File: config.mk
export PLATFORM = sky130hd
export DESIGN_NAME = i2c_mpu_responder
export DESIGN_NICKNAME = d
export VERILOG_FILES = /design/src/rtl/i2c_pkg.sv /design/src/rtl/i2c_line_sync.sv /design/src/rtl/i2c_mpu_responder.sv
export SDC_FILE = /design/constraint.sdc
export NUM_CORES = 1
export LEC_CHECK = 0
export ABC_CLOCK_PERIOD_IN_PS = 3500
export BUFFER_PORTS_ARGS = -buffer_cell sky130_fd_sc_hd__buf_2
export CAP_MARGIN = 20
export CORE_MARGIN = 1.5
export CORE_UTILIZATION = 55
export CTS_CLUSTER_DIAMETER = 80
export DETAILED_ROUTE_END_ITERATION = 7
export HOLD_SLACK_MARGIN = 0.1
export MAX_ROUTING_LAYER = met4
export PLACE_DENSITY = 0.76
export SLEW_MARGIN = 0
export SYNTH_ARGS = -nofsm -noshare
export SYNTH_HDL_FRONTEND = slang
export SYNTH_SLANG_ARGS = --single-unit
File: constraint.sdc
create_clock -name clk_in -period 3.5 [get_ports clk_in]
set_input_delay 0.7 -clock clk_in [delete_from_list [all_inputs] [get_ports clk_in]]
set_output_delay 0.7 -clock clk_in [all_outputs]
set_load 0.05 [all_outputs]
File: src/rtl/i2c_pkg.sv
// Shared definitions for the MPU-6050 I2C responder.
//   i2c_state_e : protocol FSM states
//   register addresses of the emulated MPU-6050 map
package i2c_pkg;

  typedef enum logic [3:0] {
    IDLE,
    ADDR,
    ADDR_ACK,
    PTR,
    PTR_ACK,
    WR_DATA,
    WR_ACK,
    RD_DATA,
    RD_ACK,
    IGNORE
  } i2c_state_e;

  localparam logic [7:0] GYRO_XOUT_H  = 8'h43;
  localparam logic [7:0] GYRO_XOUT_L  = 8'h44;
  localparam logic [7:0] GYRO_YOUT_H  = 8'h45;
  localparam logic [7:0] GYRO_YOUT_L  = 8'h46;
  localparam logic [7:0] GYRO_ZOUT_H  = 8'h47;
  localparam logic [7:0] GYRO_ZOUT_L  = 8'h48;
  localparam logic [7:0] PWR_MGMT_1   = 8'h6B;
  localparam logic [7:0] WHO_AM_I_REG = 8'h75;

endpackage

File: src/rtl/i2c_line_sync.sv
// Synchronises the asynchronous SCL/SDA bus lines into the clk_in domain and
// derives single-cycle bus event pulses from the synchronised values.
//   clk_in, rst_in : system clock, synchronous active-high reset
//   scl_in, sda_in : raw bus lines
//   sda            : synchronised SDA level
//   scl_rise/scl_fall : one-cycle SCL edge pulses
//   start/stop     : one-cycle START / STOP condition pulses
module i2c_line_sync (
  input  logic clk_in,
  input  logic rst_in,
  input  logic scl_in,
  input  logic sda_in,
  output logic sda,
  output logic scl_rise,
  output logic scl_fall,
  output logic start,
  output logic stop
);

  logic [1:0] scl_sync;
  logic [1:0] sda_sync;
  logic       scl_q;
  logic       sda_q;
  logic       scl;

  // Reset to the idle-bus level so no spurious edge is seen when leaving reset.
  always_ff @(posedge clk_in) begin
    if (rst_in) begin
      scl_sync <= 2'b11;
      sda_sync <= 2'b11;
      scl_q    <= 1'b1;
      sda_q    <= 1'b1;
    end else begin
      scl_sync <= {scl_sync[0], scl_in};
      sda_sync <= {sda_sync[0], sda_in};
      scl_q    <= scl_sync[1];
      sda_q    <= sda_sync[1];
    end
  end

  assign scl      = scl_sync[1];
  assign sda      = sda_sync[1];
  assign scl_rise = scl & ~scl_q;
  assign scl_fall = ~scl & scl_q;
  // SDA may only change while SCL is high for a START/STOP, so both SCL samples must be high.
  assign start    = scl & scl_q & sda_q & ~sda;
  assign stop     = scl & scl_q & ~sda_q & sda;

endmodule

File: src/rtl/i2c_mpu_responder.sv
// I2C target emulating the MPU-6050 register map used by the gyro initiator.
//   clk_in, rst_in : system clock (>= 8x SCL), synchronous active-high reset
//   scl_in, sda_in : asynchronous bus lines
//   sda_oe_out     : 1 pulls SDA low (open drain)
//   gx_in/gy_in/gz_in : gyro words served at 0x43..0x48 (high byte first)
//   pwr_mgmt_out   : PWR_MGMT_1 register contents
//   busy_out       : high between START and STOP
module i2c_mpu_responder
  import i2c_pkg::*;
#(
  parameter logic [6:0] DEV_ADDR  = 7'h68,
  parameter logic [7:0] WHO_AM_I  = 8'h68,
  parameter logic [7:0] PWR_RESET = 8'h40
) (
  input  logic        clk_in,
  input  logic        rst_in,
  input  logic        scl_in,
  input  logic        sda_in,
  output logic        sda_oe_out,
  input  logic [15:0] gx_in,
  input  logic [15:0] gy_in,
  input  logic [15:0] gz_in,
  output logic [7:0]  pwr_mgmt_out,
  output logic        busy_out
);

  logic sda, scl_rise, scl_fall, start, stop;

  i2c_line_sync u_line_sync (
    .clk_in   (clk_in),
    .rst_in   (rst_in),
    .scl_in   (scl_in),
    .sda_in   (sda_in),
    .sda      (sda),
    .scl_rise (scl_rise),
    .scl_fall (scl_fall),
    .start    (start),
    .stop     (stop)
  );

  i2c_state_e  state, state_n;
  logic [3:0]  bit_cnt, bit_cnt_n;
  logic        rw, rw_n;
  logic [7:0]  reg_ptr, reg_ptr_n;
  logic [7:0]  pwr, pwr_n;
  logic        sda_oe, sda_oe_n;
  logic        busy, busy_n;
  logic [7:0]  shift, shift_n;
  logic [7:0]  tx, tx_n;
  logic [15:0] gx_sh, gy_sh, gz_sh;
  logic        snap;
  logic [7:0]  rd_byte;

  function automatic logic [7:0] reg_read(input logic [7:0]  addr,
                                          input logic [15:0] x,
                                          input logic [15:0] y,
                                          input logic [15:0] z,
                                          input logic [7:0]  pm);
    case (addr)
      GYRO_XOUT_H:  reg_read = x[15:8];
      GYRO_XOUT_L:  reg_read = x[7:0];
      GYRO_YOUT_H:  reg_read = y[15:8];
      GYRO_YOUT_L:  reg_read = y[7:0];
      GYRO_ZOUT_H:  reg_read = z[15:8];
      GYRO_ZOUT_L:  reg_read = z[7:0];
      PWR_MGMT_1:   reg_read = pm;
      WHO_AM_I_REG: reg_read = WHO_AM_I;
      default:      reg_read = 8'h00;
    endcase
  endfunction

  always_ff @(posedge clk_in) begin
    if (rst_in) begin
      state   <= IDLE;
      bit_cnt <= 4'd0;
      rw      <= 1'b0;
      reg_ptr <= 8'h00;
      pwr     <= PWR_RESET;
      sda_oe  <= 1'b0;
      busy    <= 1'b0;
    end else begin
      state   <= state_n;
      bit_cnt <= bit_cnt_n;
      rw      <= rw_n;
      reg_ptr <= reg_ptr_n;
      pwr     <= pwr_n;
      sda_oe  <= sda_oe_n;
      busy    <= busy_n;
    end
  end

  always_ff @(posedge clk_in) begin
    shift <= shift_n;
    tx    <= tx_n;
    if (snap) begin
      gx_sh <= gx_in;
      gy_sh <= gy_in;
      gz_sh <= gz_in;
    end
  end

  always_comb begin
    state_n   = state;
    bit_cnt_n = bit_cnt;
    rw_n      = rw;
    reg_ptr_n = reg_ptr;
    pwr_n     = pwr;
    sda_oe_n  = sda_oe;
    busy_n    = busy;
    shift_n   = shift;
    tx_n      = tx;
    snap      = 1'b0;
    rd_byte   = 8'h00;

    if (start) begin
      state_n   = ADDR;
      bit_cnt_n = 4'd0;
      sda_oe_n  = 1'b0;
      busy_n    = 1'b1;
    end else if (stop) begin
      state_n  = IDLE;
      sda_oe_n = 1'b0;
      busy_n   = 1'b0;
    end else begin
      case (state)
        ADDR: begin
          if (scl_rise) begin
            shift_n   = {shift[6:0], sda};
            bit_cnt_n = bit_cnt + 4'd1;
          end else if (scl_fall && bit_cnt == 4'd8) begin
            bit_cnt_n = 4'd0;
            if (shift[7:1] == DEV_ADDR) begin
              state_n  = ADDR_ACK;
              rw_n     = shift[0];
              sda_oe_n = 1'b1;
            end else begin
              state_n = IGNORE;
            end
          end
        end
        ADDR_ACK: begin
          if (scl_fall) begin
            bit_cnt_n = 4'd0;
            if (rw) begin
              // Live inputs equal the values being captured into the shadow this cycle.
              snap     = 1'b1;
              rd_byte  = reg_read(reg_ptr, gx_in, gy_in, gz_in, pwr);
              tx_n     = rd_byte;
              sda_oe_n = ~rd_byte[7];
              state_n  = RD_DATA;
            end else begin
              sda_oe_n = 1'b0;
              state_n  = PTR;
            end
          end
        end
        PTR: begin
          if (scl_rise) begin
            shift_n   = {shift[6:0], sda};
            bit_cnt_n = bit_cnt + 4'd1;
          end else if (scl_fall && bit_cnt == 4'd8) begin
            reg_ptr_n = shift;
            sda_oe_n  = 1'b1;
            bit_cnt_n = 4'd0;
            state_n   = PTR_ACK;
          end
        end
        PTR_ACK: begin
          if (scl_fall) begin
            sda_oe_n  = 1'b0;
            bit_cnt_n = 4'd0;
            state_n   = WR_DATA;
          end
        end
        WR_DATA: begin
          if (scl_rise) begin
            shift_n   = {shift[6:0], sda};
            bit_cnt_n = bit_cnt + 4'd1;
            // Commit on the last data bit so an aborted byte never reaches the register.
            if (bit_cnt == 4'd7 && reg_ptr == PWR_MGMT_1)
              pwr_n = {shift[6:0], sda};
          end else if (scl_fall && bit_cnt == 4'd8) begin
            sda_oe_n  = 1'b1;
            bit_cnt_n = 4'd0;
            state_n   = WR_ACK;
          end
        end
        WR_ACK: begin
          if (scl_fall) begin
            sda_oe_n  = 1'b0;
            reg_ptr_n = reg_ptr + 8'd1;
            state_n   = WR_DATA;
          end
        end
        RD_DATA: begin
          if (scl_rise) begin
            bit_cnt_n = bit_cnt + 4'd1;
          end else if (scl_fall) begin
            if (bit_cnt == 4'd8) begin
              sda_oe_n  = 1'b0;
              bit_cnt_n = 4'd0;
              state_n   = RD_ACK;
            end else begin
              // bit_cnt counts bits already clocked out; ~bit_cnt selects bit 7-bit_cnt.
              sda_oe_n = ~tx[~bit_cnt[2:0]];
            end
          end
        end
        RD_ACK: begin
          if (scl_rise) begin
            if (!sda) begin
              reg_ptr_n = reg_ptr + 8'd1;
              tx_n      = reg_read(reg_ptr + 8'd1, gx_sh, gy_sh, gz_sh, pwr);
              bit_cnt_n = 4'd0;
              state_n   = RD_DATA;
            end else begin
              state_n = IGNORE;
            end
          end
        end
        default: ;
      endcase
    end
  end

  assign sda_oe_out   = sda_oe;
  assign pwr_mgmt_out = pwr;
  assign busy_out     = busy;

endmodule

==> Word level (Yosys, flattened, before mapping) <==
Cells that the tools add are included.
{ "word_totals": {"reg_bits": 97, "input_bits": 52} }
{ "op_classes": {"n_eq_ne": 61, "muxes": 66, "magnitude_cmp": 1, "n_addsub": 2, "reduce_logical": 24, "bitwise": 17} }
{ "op_table": {"columns": ["cell", "count"], "rows": [
  ["8-bit by 7-bit == test with 1-bit output (second input constant)", 16],
  ["8-bit case mux with 8 select lines", 2],
  ["8-bit 2-to-1 mux", 14],
  ["4-bit 2-to-1 mux", 22],
  ["4-bit != test (second input constant)", 11],
  ["2-bit != test (second input constant)", 16],
  ["4-bit case mux with 7 select lines", 1],
  ["13-bit AND reduction", 2],
  ["8-bit case mux with 3 select lines", 1],
  ["1-bit 2-to-1 mux", 21],
  ["4-bit by 3-bit == test with 1-bit output (second input constant)", 5],
  ["4-bit case mux with 4 select lines", 1],
  ["8-bit case mux with 2 select lines", 1],
  ["8-bit AND reduction", 2],
  ["10-bit AND reduction", 1],
  ["1-bit NOT", 9],
  ["9-bit nonzero test", 1],
  ["8-bit by 1-bit adder with 8-bit output (second input constant)", 1],
  ["4-bit by 2-bit == test with 1-bit output (second input constant)", 2],
  ["4-bit == test (second input constant)", 2],
  ["2-bit OR reduction", 4],
  ["1-bit AND", 7],
  ["7-bit == test (second input constant)", 1],
  ["7-bit AND reduction", 1],
  ["21 further kinds", 27]
]} }

==> Longest topological paths before layout <==
Gate-level depths: netlist of the first run.
{ "depth": {"word_depth": 11, "ltp_mapped": 10, "depth_no_buf": 8} }

==> Cells and area by module <==
A second synthesis of the first run with hierarchy kept.
{ "unflattened": {"cells_unflattened": 504, "area_unflattened_um2": 5112.4} }
{ "modules_own_cells": {"columns": ["module", "instances", "cells_each", "area_per_inst_um2"], "rows": [
  ["i2c_mpu_responder", 1, 488, 4922.2],
  ["i2c_line_sync", 1, 16, 190.2]
]} }

==> Worst setup path before layout of the first run <==
Ideal clock, no wire load.
{ "synth_path": {"kind": "flip-flop to flip-flop", "start": "register reg_ptr[0]", "end": "register tx[5], data pin", "period_less_slack_ns": 2.423, "slack_ns": 1.077, "required_time_ns": 3.221, "stages_incl_launch_ff": 10, "arrival_ns": 2.144, "cell_sequence": "dfxtp_1 ha_1 nand2b_1 clkbuf_1 o32ai_1 clkbuf_1 a32oi_1 o22ai_1 a2111oi_0 o22ai_1"} }
{ "synth_via": {"elab_chain_len": 10, "word_cells_on_any_way": 29} }
{ "synth_lines": {"columns": ["item", "line_no", "rtl"], "rows": [
  ["start: declaration", "i2c_mpu_responder.sv:44", "logic [7:0] reg_ptr, reg_ptr_n;"],
  ["start signal: assignment", "i2c_mpu_responder.sv:85", "reg_ptr <= reg_ptr_n;"],
  ["branches (longest 9 deep; another with 8-bit by 1-bit adder with 8-bit output)", null, null],
  ["8-bit case mux with 2 select lines *", "i2c_mpu_responder.sv:125", "case (state)"],
  ["end signal: assignment", "i2c_mpu_responder.sv:94", "tx <= tx_n;"],
  ["end: declaration", "i2c_mpu_responder.sv:49", "logic [7:0] tx, tx_n;"]
]} }
Mark *: on every way between the ends. The select of a mux whose other input is x is not followed.
A chain may end at the register's enable or synchronous reset.

==> Final worst setup path of the first run <==
{ "layout_path": {"start": "register reg_ptr[1]", "end": "register tx[3], data pin"} }
Same word-level chain as after synthesis.

==> run summary, run 1 <==
Number of synthesized flops with an enable pin = 64
Final Util = 63.7%
Most frequent cell after synthesis = edfxtp_1
Worst hold path cell count = 1
Die Wd = 102 um
Synth warnings = 0
Drt total wl = 14,800 um
Met3 Use GR = 5.18%
Post-route ant nets = 0
Final routed DRC violation total = 0
I/O Pins = 62
R2R depth = 7
Via Count = 4,706
Synthesized area per cell = 10.3 sq um
Slew margin rel. = 46.4%
Longest Clk Path Bufs = 2
Final Hold Vio Count = 0
DRT iter0 DRCs = 421
Overall Global Routing Usage = 31.0%
Largest net degree at the start of global routing = 31
Chip Height = 102 um
Post CTS Setup Buffer Count = 0
Seq/Total Area, Yosys = 48.3%
FF-to-FF End = tx[3]$_DFFE_PP_
CP Buf/Inv Count = 0
WL per Instance = 21.0 um
TritonCTS Sinks = 97
Proportion of layout cells with a drive suffix above 1 = 19.4%
Final #Nets = 634
Drt via density = 6.66
Vias in the first global route = 4,461
Max Cap Viol = 0
Total global routing overflow = 0
Crit path cell chain = ha_1, nand3_1, and2_1, o221ai_1, o211ai_1, o31ai_2, o22ai_1
# setup viols final = 0
Reg-to-reg startpoint = reg_ptr[1]$_SDFFE_PP0P_
Gp weighted congestion = 0.987
Core ar. = 9330 sq um
Initial antenna violation count = 0
CTS tree = built
Global Route met1 Usage = 40.7%
Critical Path Start Type = flip-flop
Hpwl dp = 10,900 um
First-pass GRT wire length = 23,400 um
CP top delay family = compound AO/OA/AOI/OAI gates
Number of diodes = 0
Top cells by area, synth = edfxtp_1, dfxtp_1, mux2i_1
Mapped cell area = 5350 sq um
Die Area = 10,300 sq um
Final period demand of the worst path = 3.22 ns
Worst vdd ir = 0.267 mV
Post-CTS sizing = 0
Max-slew violation count = 0
Hold buffers post-CTS = 0
Synth top area share = 35.9%
M2 GR Usage = 48.2%
#FFs+latches synth = 97
Clk_skew = 0.0180 ns
Area of the multi-input gates = 2500 sq um
Worst hold start = u_line_sync.scl_sync[0]$_SDFF_PP1_
Most area-hungry cell type in the Yosys netlist = edfxtp_1
Unrepaired setup endpoints after global routing = no
Reg clk slew, reported paths = 0.10 ns
Post-synth cell types = 72
Setup TNS Final = 0 ns
CTS Buf Count = 9
Critical Path AT = 3.31 ns
TritonRoute pass-1 iters = 7
Root buf cell = clkbuf_8
Worst setup EP type = flip-flop
Seq. cell area = 2580 sq um
GRT Max-Usage Layer = met2
F_max = 0.311 GHz
P_leak = 2.06 nW
R2R Setup Slk = 0.28 ns
Kind of critical path = flip-flop to flip-flop
Synth cell count leaders = edfxtp_1, nor2_1, dfxtp_1, nand2_1, inv_1
End of the worst hold path = u_line_sync.scl_sync[1]$_SDFF_PP1_
Largest stage delay, worst path = 0.62 ns
FILL cells = 803
Initial core utilization = 57.4%
Crit-path max FO = 15
Crit share post-route = 91.9%
Hold crit path type = flip-flop to flip-flop
Async set or reset register ratio after synthesis = 0%
WP data required = 3.59 ns
IO buf count = 61
Pwr dens = 487 nW/um^2
Syn nets = 582
# rows = 35
CTS H-tree lvls = 3
Status = complete, no violations
Worst-Skew Late Latency = 0.39 ns
Area delta synth->final = 11.0%
Top_reg_cell synth = edfxtp_1
Slowest CP cell = ha_1
Post-Synthesis Cells = 521
Worst Tran Pin Value = 0.794 ns
-- kinds of logic after synthesis --
group,share of synthesized area [%]
simple gates,17.3
compound gates,22.5
buf+inv,5.00
mux,4.02
xor+xnor,0.655
flops,48.3
fa+ha+maj,2.29
-- state kept, by name (all words and copies together), names as in the netlist --
name                  flops
bit_cnt                   4
busy_out                  1
gx_sh                    16
gy_sh                    16
gz_sh                    16
pwr_mgmt_out              8
reg_ptr                   8
rw                        1
sda_oe_out                1
shift                     8
state                     4
tx                        8
u_line_sync.scl_q         1
u_line_sync.scl_sync      2
u_line_sync.sda_q         1
u_line_sync.sda_sync      2
-- layout make-up --
| class | count | area share [%] |
|---|---|---|
| flip-flops and latches | 97 | 43.5 |
| clock buffers | 10 | 2.15 |
| multi-input cells | 361 | 42.1 |
| clock inverters | 6 | 0.969 |
| inverters | 32 | 2.02 |
| repair buffers | 72 | 6.53 |
| well taps | 129 | 2.72 |
-- power by group --
group / total (W) / internal [W] / leakage, nW / switching [W]
registers: 0.00136 / 0.00127 / 0.854 / 0.0000967
logic: 0.000803 / 0.000306 / 1.11 / 0.000498
clock network: 0.000726 / 0.000278 / 0.0957 / 0.000447
-- layout by cell type, fill, tap and decap left out, types with 5 or more instances in the layout --
| cell | count |
|---|---|
| a22oi_1 | 12 |
| a2111oi_0 | 10 |
| o32ai_1 | 6 |
| nand2b_1 | 8 |
| and2_1 | 7 |
| o21ai_0 | 25 |
| a21oi_1 | 25 |
| a221oi_1 | 11 |
| mux2i_1 | 17 |
| inv_1 | 31 |
| nor2_1 | 36 |
| o221ai_1 | 5 |
| buf_4 | 11 |
| nand2_1 | 33 |
| a22o_1 | 11 |
| edfxtp_1 | 64 |
| ha_1 | 9 |
| clkbuf_8 | 9 |
| nor3_1 | 10 |
| a32oi_1 | 8 |
| nor2b_1 | 12 |
| dfxtp_1 | 33 |
| nand3_1 | 18 |
| buf_2 | 61 |
| nor3b_1 | 6 |
| or2_2 | 5 |
| o22ai_1 | 15 |
| nand4_1 | 8 |
-- how the worst max path moves through the flow --
stage,start,to,cells after the start
4_1_cts,reg_ptr[1]$_SDFFE_PP0P_,tx[3]$_DFFE_PP_,7
6_report,reg_ptr[1]$_SDFFE_PP0P_,tx[3]$_DFFE_PP_,7
2_1_floorplan,reg_ptr[0]$_SDFFE_PP0P_,tx[5]$_DFFE_PP_,9
3_3_place_gp,reg_ptr[0]$_SDFFE_PP0P_,tx[6]$_DFFE_PP_,7
5_1_grt,reg_ptr[0]$_SDFFE_PP0P_,tx[2]$_DFFE_PP_,7
3_5_place_dp,reg_ptr[1]$_SDFFE_PP0P_,tx[3]$_DFFE_PP_,7
-- layer usage --
| metal | share of wire (%) | vias to the layer above |
|---|---|---|
| met2 | 48 | 280 |
| met3 | 8.9 | 38 |
| met1 | 41 | 2263 |
| li1 | - | 2125 |
| met4 | 2.8 | 0 |
| met5 | 0 | - |
-- through the flow --
stage / instance area (sq um) / setup WS (ns) / hold WS [ns] / instances / power (W)
2_1_floorplan: 5350 / 1.08 / 0.389 / 521 / 0.00195
3_3_place_gp: 5750 / 0.498 / 0.392 / 691 / 0.00215
3_5_place_dp: 5750 / 0.335 / 0.401 / 691 / 0.00217
4_1_cts: 5940 / 0.322 / 0.418 / 707 / 0.00288
5_1_grt: 5940 / 0.0880 / 0.440 / 707 / 0.00302
6_report: 5940 / 0.282 / 0.416 / 707 / 0.00289
(Power assumes the default switching activity.)
==> run 2: changes to the inputs <==
Settings changed: ABC_CLOCK_PERIOD_IN_PS 3500 to 3300, PLACE_DENSITY 0.76 to 0.82.
Clock period 3.5 ns to 3.3 ns, I/O delays scaled along.
==> run 2 against run 1 <==
- die area did not move
- total power rose by 6.2%
- maximum frequency rose by 4.1%
- worst setup slack got worse by 0.073 ns
- largest cell class unchanged
- highest routed layer unchanged
==> run summary, run 2 (synthesis gave the netlist of run 1 again) <==
Status = complete, no violations
Initial antenna violation count = 0 (unchanged)
Post-route ant nets = 0 (unchanged)
Worst-Skew Late Latency = 0.37 ns (-0.02 ns)
Initial core utilization = 57.4% (unchanged)
Slew margin rel. = 48.7% (+2.3 points)
Area delta synth->final = 12.0%
Place WS = 0.0398 ns (-0.296 ns)
Global Route met1 Usage = 41.3% (+0.58 points)
Final period demand of the worst path = 3.09 ns (-0.127 ns)
Max Cap Viol = 0 (unchanged)
# rows = 35 (unchanged)
Kind of critical path = flip-flop to flip-flop
Hold buffers post-CTS = 0 (unchanged)
Reg clk slew, reported paths = 0.10 ns (about the same)
Overall Global Routing Usage = 30.7% (-0.27 points)
Chip Height = 102 um (unchanged)
Worst vdd ir = 0.313 mV (+17%)
Core ar. = 9330 sq um (unchanged)
CTS tree = built
Worst setup EP type = flip-flop
Gp weighted congestion = 0.940 (-4.7%)
Final #Nets = 640 (+0.95%)
Crit path cell chain = ha_1, nand2b_1, o32ai_2, nand2_1, nor2_1, a2111oi_0, buf_4, o22ai_1
Final Hold Vio Count = 0 (unchanged)
Final routed DRC violation total = 0 (unchanged)
IO buf count = 61 (unchanged)
Setup TNS Final = 0 ns (unchanged)
WP data required = 3.51 ns (-0.08 ns)
Critical Path AT = 3.30 ns (about the same)
First-pass GRT wire length = 23,300 um (-0.15%)
Met3 Use GR = 5.18% (unchanged)
Hpwl dp = 10,700 um (-1.3%)
Smallest setup slack after layout = 0.208 ns (-0.0735 ns)
TritonCTS Sinks = 97 (unchanged)
Slowest CP cell = o32ai_2
Via Count = 4,696 (-0.21%)
Root buf cell = clkbuf_8
Drt total wl = 14,800 um (-0.59%)
Worst Tran Pin Value = 0.770 ns (-0.0242 ns)
P_leak = 2.09 nW (+1.4%)
# setup viols final = 0 (unchanged)
GRT Max-Usage Layer = met2
Crit-path max FO = 11 (-4)
Unrepaired setup endpoints after global routing = no
Die Wd = 102 um (unchanged)
Largest regs = gx_sh x16, gy_sh x16, gz_sh x16
TritonRoute pass-1 iters = 5 (-2)
F_max = 0.323 GHz (+4.1%)
CP top delay family = simple AND/OR/NAND/NOR gates
DRT iter0 DRCs = 479 (+14%)
Max-slew violation count = 0 (unchanged)
Hold crit path type = flip-flop to flip-flop
Vias in the first global route = 4,506 (+1.0%)
Clk_skew = 0.0136 ns (-0.00435 ns)
I/O Pins = 62 (unchanged)
CP Buf/Inv Count = 1 (+1)
Largest net degree at the start of global routing = 24 (-23%)
Longest Clk Path Bufs = 2 (unchanged)
Post-CTS sizing = 0 (unchanged)
Most common cell after layout, fill and taps aside = edfxtp_1
CTS H-tree lvls = 3 (unchanged)
Crit share post-route = 93.7% (+1.7 points)
CTS Buf Count = 9 (unchanged)
Drt via density = 6.59 (-1.1%)
Total global routing overflow = 0 (unchanged)
Pwr dens = 513 nW/um^2 (+5.3%)
Proportion of layout cells with a drive suffix above 1 = 20.4% (+1.0 points)
Largest stage delay, worst path = 0.64 ns (+0.02 ns)
WL per Instance = 20.7 um (-1.4%)
M2 GR Usage = 46.7% (-1.5 points)
Critical Path Start Type = flip-flop
Post CTS Setup Buffer Count = 0 (unchanged)
Commonest cells after routing, fill and taps aside = edfxtp_1, buf_2, nor2_1
Number of diodes = 0 (unchanged)
Die Area = 10,300 sq um (unchanged)
-- run 2: cell types whose count changed in the layout (fill, tap and decap cells not counted), sizes merged --
cell	change
buf	+6
clkinvlp	+1
inv	-1
-- run 2: layer usage --
layer / up-vias / routed length, um / share of wire [%]
met5: - / 0 / 0
met4: 0 / 333 / 2.3
met1: 2281 / 6150 / 42
met2: 254 / 7000 / 47
li1: 2133 / - / -
met3: 28 / 1270 / 8.6
-- run 2: worst register-to-register path: stages (launching register included) --
cell       delay, ns
dfxtp_1         0.42
ha_1            0.36
nand2b_1        0.24
o32ai_2         0.64
nand2_1         0.27
nor2_1          0.53
a2111oi_0       0.22
buf_4           0.17
o22ai_1         0.11
-- run 2: final timing paths --
check                                startpoint                            endpoint  slack [ns]  depth (start not counted)
max reg2reg             reg_ptr[0]$_SDFFE_PP0P_                     tx[6]$_DFFE_PP_        0.21                          8
max                     reg_ptr[0]$_SDFFE_PP0P_                     tx[6]$_DFFE_PP_        0.21                          8
min          u_line_sync.sda_sync[0]$_SDFF_PP1_  u_line_sync.sda_sync[1]$_SDFF_PP1_        0.42                          1
min reg2reg  u_line_sync.sda_sync[0]$_SDFF_PP1_  u_line_sync.sda_sync[1]$_SDFF_PP1_        0.42                          1
-- run 2: final cells by class --
class / count / area, sq um
multi-input combinational: 361 / 2510
sequential: 97 / 2580
tap: 129 / 161
fill: 765 / 3340
clock buffer: 10 / 128
inverter: 32 / 120
clock inverter: 6 / 56.3
timing repair buffer: 78 / 433
-- run 2: stage by stage --
| stage | hold slack, ns | cell area, sq um | utilization (%) | power, W | cells |
|---|---|---|---|---|---|
| after floorplan | 0.389 | 5350 | - | 0.00207 | 521 |
| after global placement | 0.393 | 5800 | 62.2 | 0.00228 | 697 |
| after detailed placement | 0.398 | 5800 | 62.2 | 0.00231 | 697 |
| after CTS | 0.425 | 5980 | 64.1 | 0.00305 | 713 |
| after global routing | 0.456 | 5990 | 64.2 | 0.00320 | 713 |
| final | 0.420 | 5990 | 64.2 | 0.00307 | 713 |
-- run 2: report_power, final --
group          total (W)  switching, W  internal (W)  leakage [nW]
clock network   0.000762      0.000469      0.000292        0.0913
registers        0.00146      0.000114       0.00134         0.854
logic           0.000852      0.000525      0.000327          1.14
==> run 3: changes to the inputs <==
Settings changed: ABC_AREA from default to 1.
==> run 3 against run 2 <==
- die area grew 1.1%
- register-to-register slack gained 0.63 ns
- combinational power is 11% higher
- first-iteration DRC count grew 5.8%
- total power rose by 9.0%
- clock skew is 0.0025 ns higher
- utilization shrank 1.7 points
- highest routed layer unchanged
==> run summary, run 3 <==
Status = complete, no violations
Gp weighted congestion = 0.977 (+3.9%)
Drt total wl = 14,500 um (-1.9%)
Synth top area share = 35.5% (-0.39 points)
First-pass GRT wire length = 23,500 um (+0.62%)
Synth Area in Simple Gates = 36.5% (+19 points)
P_leak = 2.67 nW (+28%)
Root buf cell = clkbuf_8
WL per Instance = 16.3 um (-21%)
Place WS = 0.955 ns (+0.915 ns)
Die Wd = 102 um (+0.53%)
Final #Nets = 812 (+27%)
Area delta synth->final = 11.5%
Hold crit path type = flip-flop to flip-flop
Proportion of layout cells with a drive suffix above 1 = 16.7% (-3.7 points)
Worst Setup EP = pwr_mgmt_out[2]$_SDFFE_PP0P_
Largest net degree at the start of global routing = 49 (+100%)
Max Cap Viol = 0 (unchanged)
Synth Area in XOR/XNOR = 0% (-0.65 points)
F_max = 0.406 GHz (+26%)
Pwr dens = 555 nW/um^2 (+8.3%)
Setup TNS Final = 0 ns (unchanged)
Reg clk slew, reported paths = 0.10 ns (about the same)
# setup viols final = 0 (unchanged)
Async set or reset register ratio after synthesis = 0% (unchanged)
Post-CTS sizing = 0 (unchanged)
Hpwl dp = 10,900 um (+2.2%)
Slowest CP cell = dfxtp_1
Critical Path Start Type = flip-flop
Slew margin rel. = 50.8% (+2.1 points)
Synth warnings = 0 (unchanged)
Final Util = 62.5% (-1.7 points)
Synth Area in Compound Gates = 5.41% (-17 points)
Smallest setup slack after layout = 0.839 ns (+0.630 ns)
WP data required = 3.60 ns (+0.09 ns)
Critical Path AT = 2.76 ns (-0.54 ns)
Hold buffers post-CTS = 0 (unchanged)
TritonCTS Sinks = 97 (unchanged)
Synthesized area per cell = 7.82 sq um (-24%)
Clk_skew = 0.0161 ns (+0.00248 ns)
Final routed DRC violation total = 0 (unchanged)
Chip Height = 102 um (+0.53%)
Largest regs = gx_sh x16, gy_sh x16, gz_sh x16
Drt via density = 5.74 (-13%)
Worst vdd ir = 0.291 mV (-7.2%)
CTS Buf Count = 9 (unchanged)
Die Area = 10,400 sq um (+1.1%)
Crit-path most repeated cell = nor2_1
Most common cell after layout, fill and taps aside = nand2_1
Final Hold Vio Count = 0 (unchanged)
TritonRoute pass-1 iters = 5 (unchanged)
Worst setup EP type = flip-flop
Total global routing overflow = 0 (unchanged)
#FFs+latches synth = 97 (unchanged)
Unrepaired setup endpoints after global routing = no
R2R Setup Slk = 0.84 ns (+0.63 ns)
Synth cell count leaders = nand2_1, nor2_1, inv_1, edfxtp_1, nand4_1
Final period demand of the worst path = 2.46 ns (-0.630 ns)
Post-synth cell types = 33 (-54%)
Number of synthesized flops with an enable pin = 64 (unchanged)
Post CTS Setup Buffer Count = 0 (unchanged)
DRT iter0 DRCs = 507 (+5.8%)
IO buf count = 61 (unchanged)
Post-Synthesis Cells = 692 (+33%)
Post-Synth Adder-Cell Area = 2.08% (-0.21 points)
Top cells by area, synth = edfxtp_1, nand2_1, dfxtp_1
Initial core utilization = 56.1% (-1.2 points)
Crit-path max FO = 12 (+1)
Most area-hungry cell type in the Yosys netlist = edfxtp_1
Syn nets = 753 (+29%)
Reg-to-reg startpoint = reg_ptr[1]$_SDFFE_PP0P_
Largest family of logic cells by synthesized area = simple AND/OR/NAND/NOR gates
Mapped cell area = 5410 sq um (+1.1%)
Mux contribution to synthesized area = 0% (-4.0 points)
Largest stage delay, worst path = 0.44 ns (-0.20 ns)
Longest Clk Path Bufs = 2 (unchanged)
Final Instance Area = 6030 sq um (+0.65%)
Crit share post-route = 74.6% (-19 points)
Overall Global Routing Usage = 30.5% (-0.17 points)
Core ar. = 9640 sq um (+3.3%)
Kind of critical path = flip-flop to flip-flop
Initial antenna violation count = 0 (unchanged)
Post-route ant nets = 0 (unchanged)
CTS H-tree lvls = 3 (unchanged)
Worst-Skew Late Latency = 0.37 ns (about the same)
CTS tree = built
R2R depth = 9 (+1)
Via Count = 5,102 (+8.6%)
Worst setup path start = reg_ptr[1]$_SDFFE_PP0P_
Area post-placement = 5790 sq um (-0.17%)
Max-slew violation count = 0 (unchanged)
Most frequent cell after synthesis = nand2_1
Top_reg_cell synth = edfxtp_1
Number of diodes = 0 (unchanged)
Crit path cell chain = ha_1, inv_1, nor2_1, nand4_1, nor4_1, nand2_1, inv_1, nor2_1, nor2_1
# rows = 36 (+2.9%)
Seq/Total Area, Yosys = 47.7% (-0.52 points)
FF-to-FF End = pwr_mgmt_out[2]$_SDFFE_PP0P_
Vias in the first global route = 4,817 (+6.9%)
I/O Pins = 62 (unchanged)
Worst Tran Pin Value = 0.733 ns (-0.0366 ns)
Commonest cells after routing, fill and taps aside = nand2_1, nor2_1, inv_1
run 3: cell count changes after synthesis, moves of 15 or more:
cell / delta
nand4_1: +43
o22ai_1: -15
clkbuf_1: -15
nand2_1: +186
nand3_1: +17
inv_1: +38
nor2_1: +49
mux2i_1: -17
run 3: stage by stage:
step                hold slack, ns  std cells  power [W]
floorplan                    0.389        692    0.00225
global placement             0.394        873    0.00238
detailed placement           0.396        873    0.00242
CTS                          0.419        889    0.00333
global route                 0.434        889    0.00352
finish                       0.417        889    0.00335
run 3: worst min path at each step:
| stage | from | endpoint | slack, ns | cells after the start |
|---|---|---|---|---|
| after global placement | u_line_sync.scl_sync[0]$_SDFF_PP1_ | u_line_sync.scl_sync[1]$_SDFF_PP1_ | 0.39 | 1 |
| after CTS | u_line_sync.scl_sync[0]$_SDFF_PP1_ | u_line_sync.scl_sync[1]$_SDFF_PP1_ | 0.42 | 1 |
| after global routing | u_line_sync.scl_sync[0]$_SDFF_PP1_ | u_line_sync.scl_sync[1]$_SDFF_PP1_ | 0.43 | 1 |
| after detailed placement | u_line_sync.scl_sync[0]$_SDFF_PP1_ | u_line_sync.scl_sync[1]$_SDFF_PP1_ | 0.40 | 1 |
| final | u_line_sync.sda_sync[0]$_SDFF_PP1_ | u_line_sync.sda_sync[1]$_SDFF_PP1_ | 0.42 | 1 |
| after floorplan | u_line_sync.scl_sync[0]$_SDFF_PP1_ | u_line_sync.scl_sync[1]$_SDFF_PP1_ | 0.39 | 1 |
run 3: per-layer routing:
metal / vias up / wire, um / track usage, % / share of wire (%)
met5: - / 0 / - / 0
met4: 0 / 422 / 11.2 / 2.9
met3: 38 / 1520 / 6.02 / 10
met2: 306 / 6780 / 48.2 / 47
met1: 2350 / 5750 / 39.2 / 40
li1: 2408 / - / - / -
run 3: critical path, delay by kind of cell (launching register included):
family        cells  cell delay (ns)
fa+ha+maj         1             0.28
buf+inv           2             0.35
flops             1             0.44
simple gates      6             1.32
run 3: cell families (layout without fill, tap and decap cells):
family                   count (synthesis)  in the layout
flip-flops                              97             97
adder cells (fa/ha/maj)                  9              9
AO/OA/AOI/OAI                           52             52
AND/OR/NAND/NOR                        437            437
buffers and inverters                   97            161
run 3: where the power goes:
part	total (W)	switching, W	leakage, nW	internal, W
clock network	0.000927	0.000424	0.121	0.000504
registers	0.00147	0.000102	0.848	0.00137
logic	0.000948	0.000671	1.70	0.000277
total	0.00335	0.00120	2.67	0.00215
run 3: cell type report:
class	instances	area [sq um]
clock buffer	9	124
timing repair buffer	68	358
inverter	77	289
tap	133	166
fill	875	3610
sequential	97	2580
clock inverter	7	116
multi-input combinational	498	2390
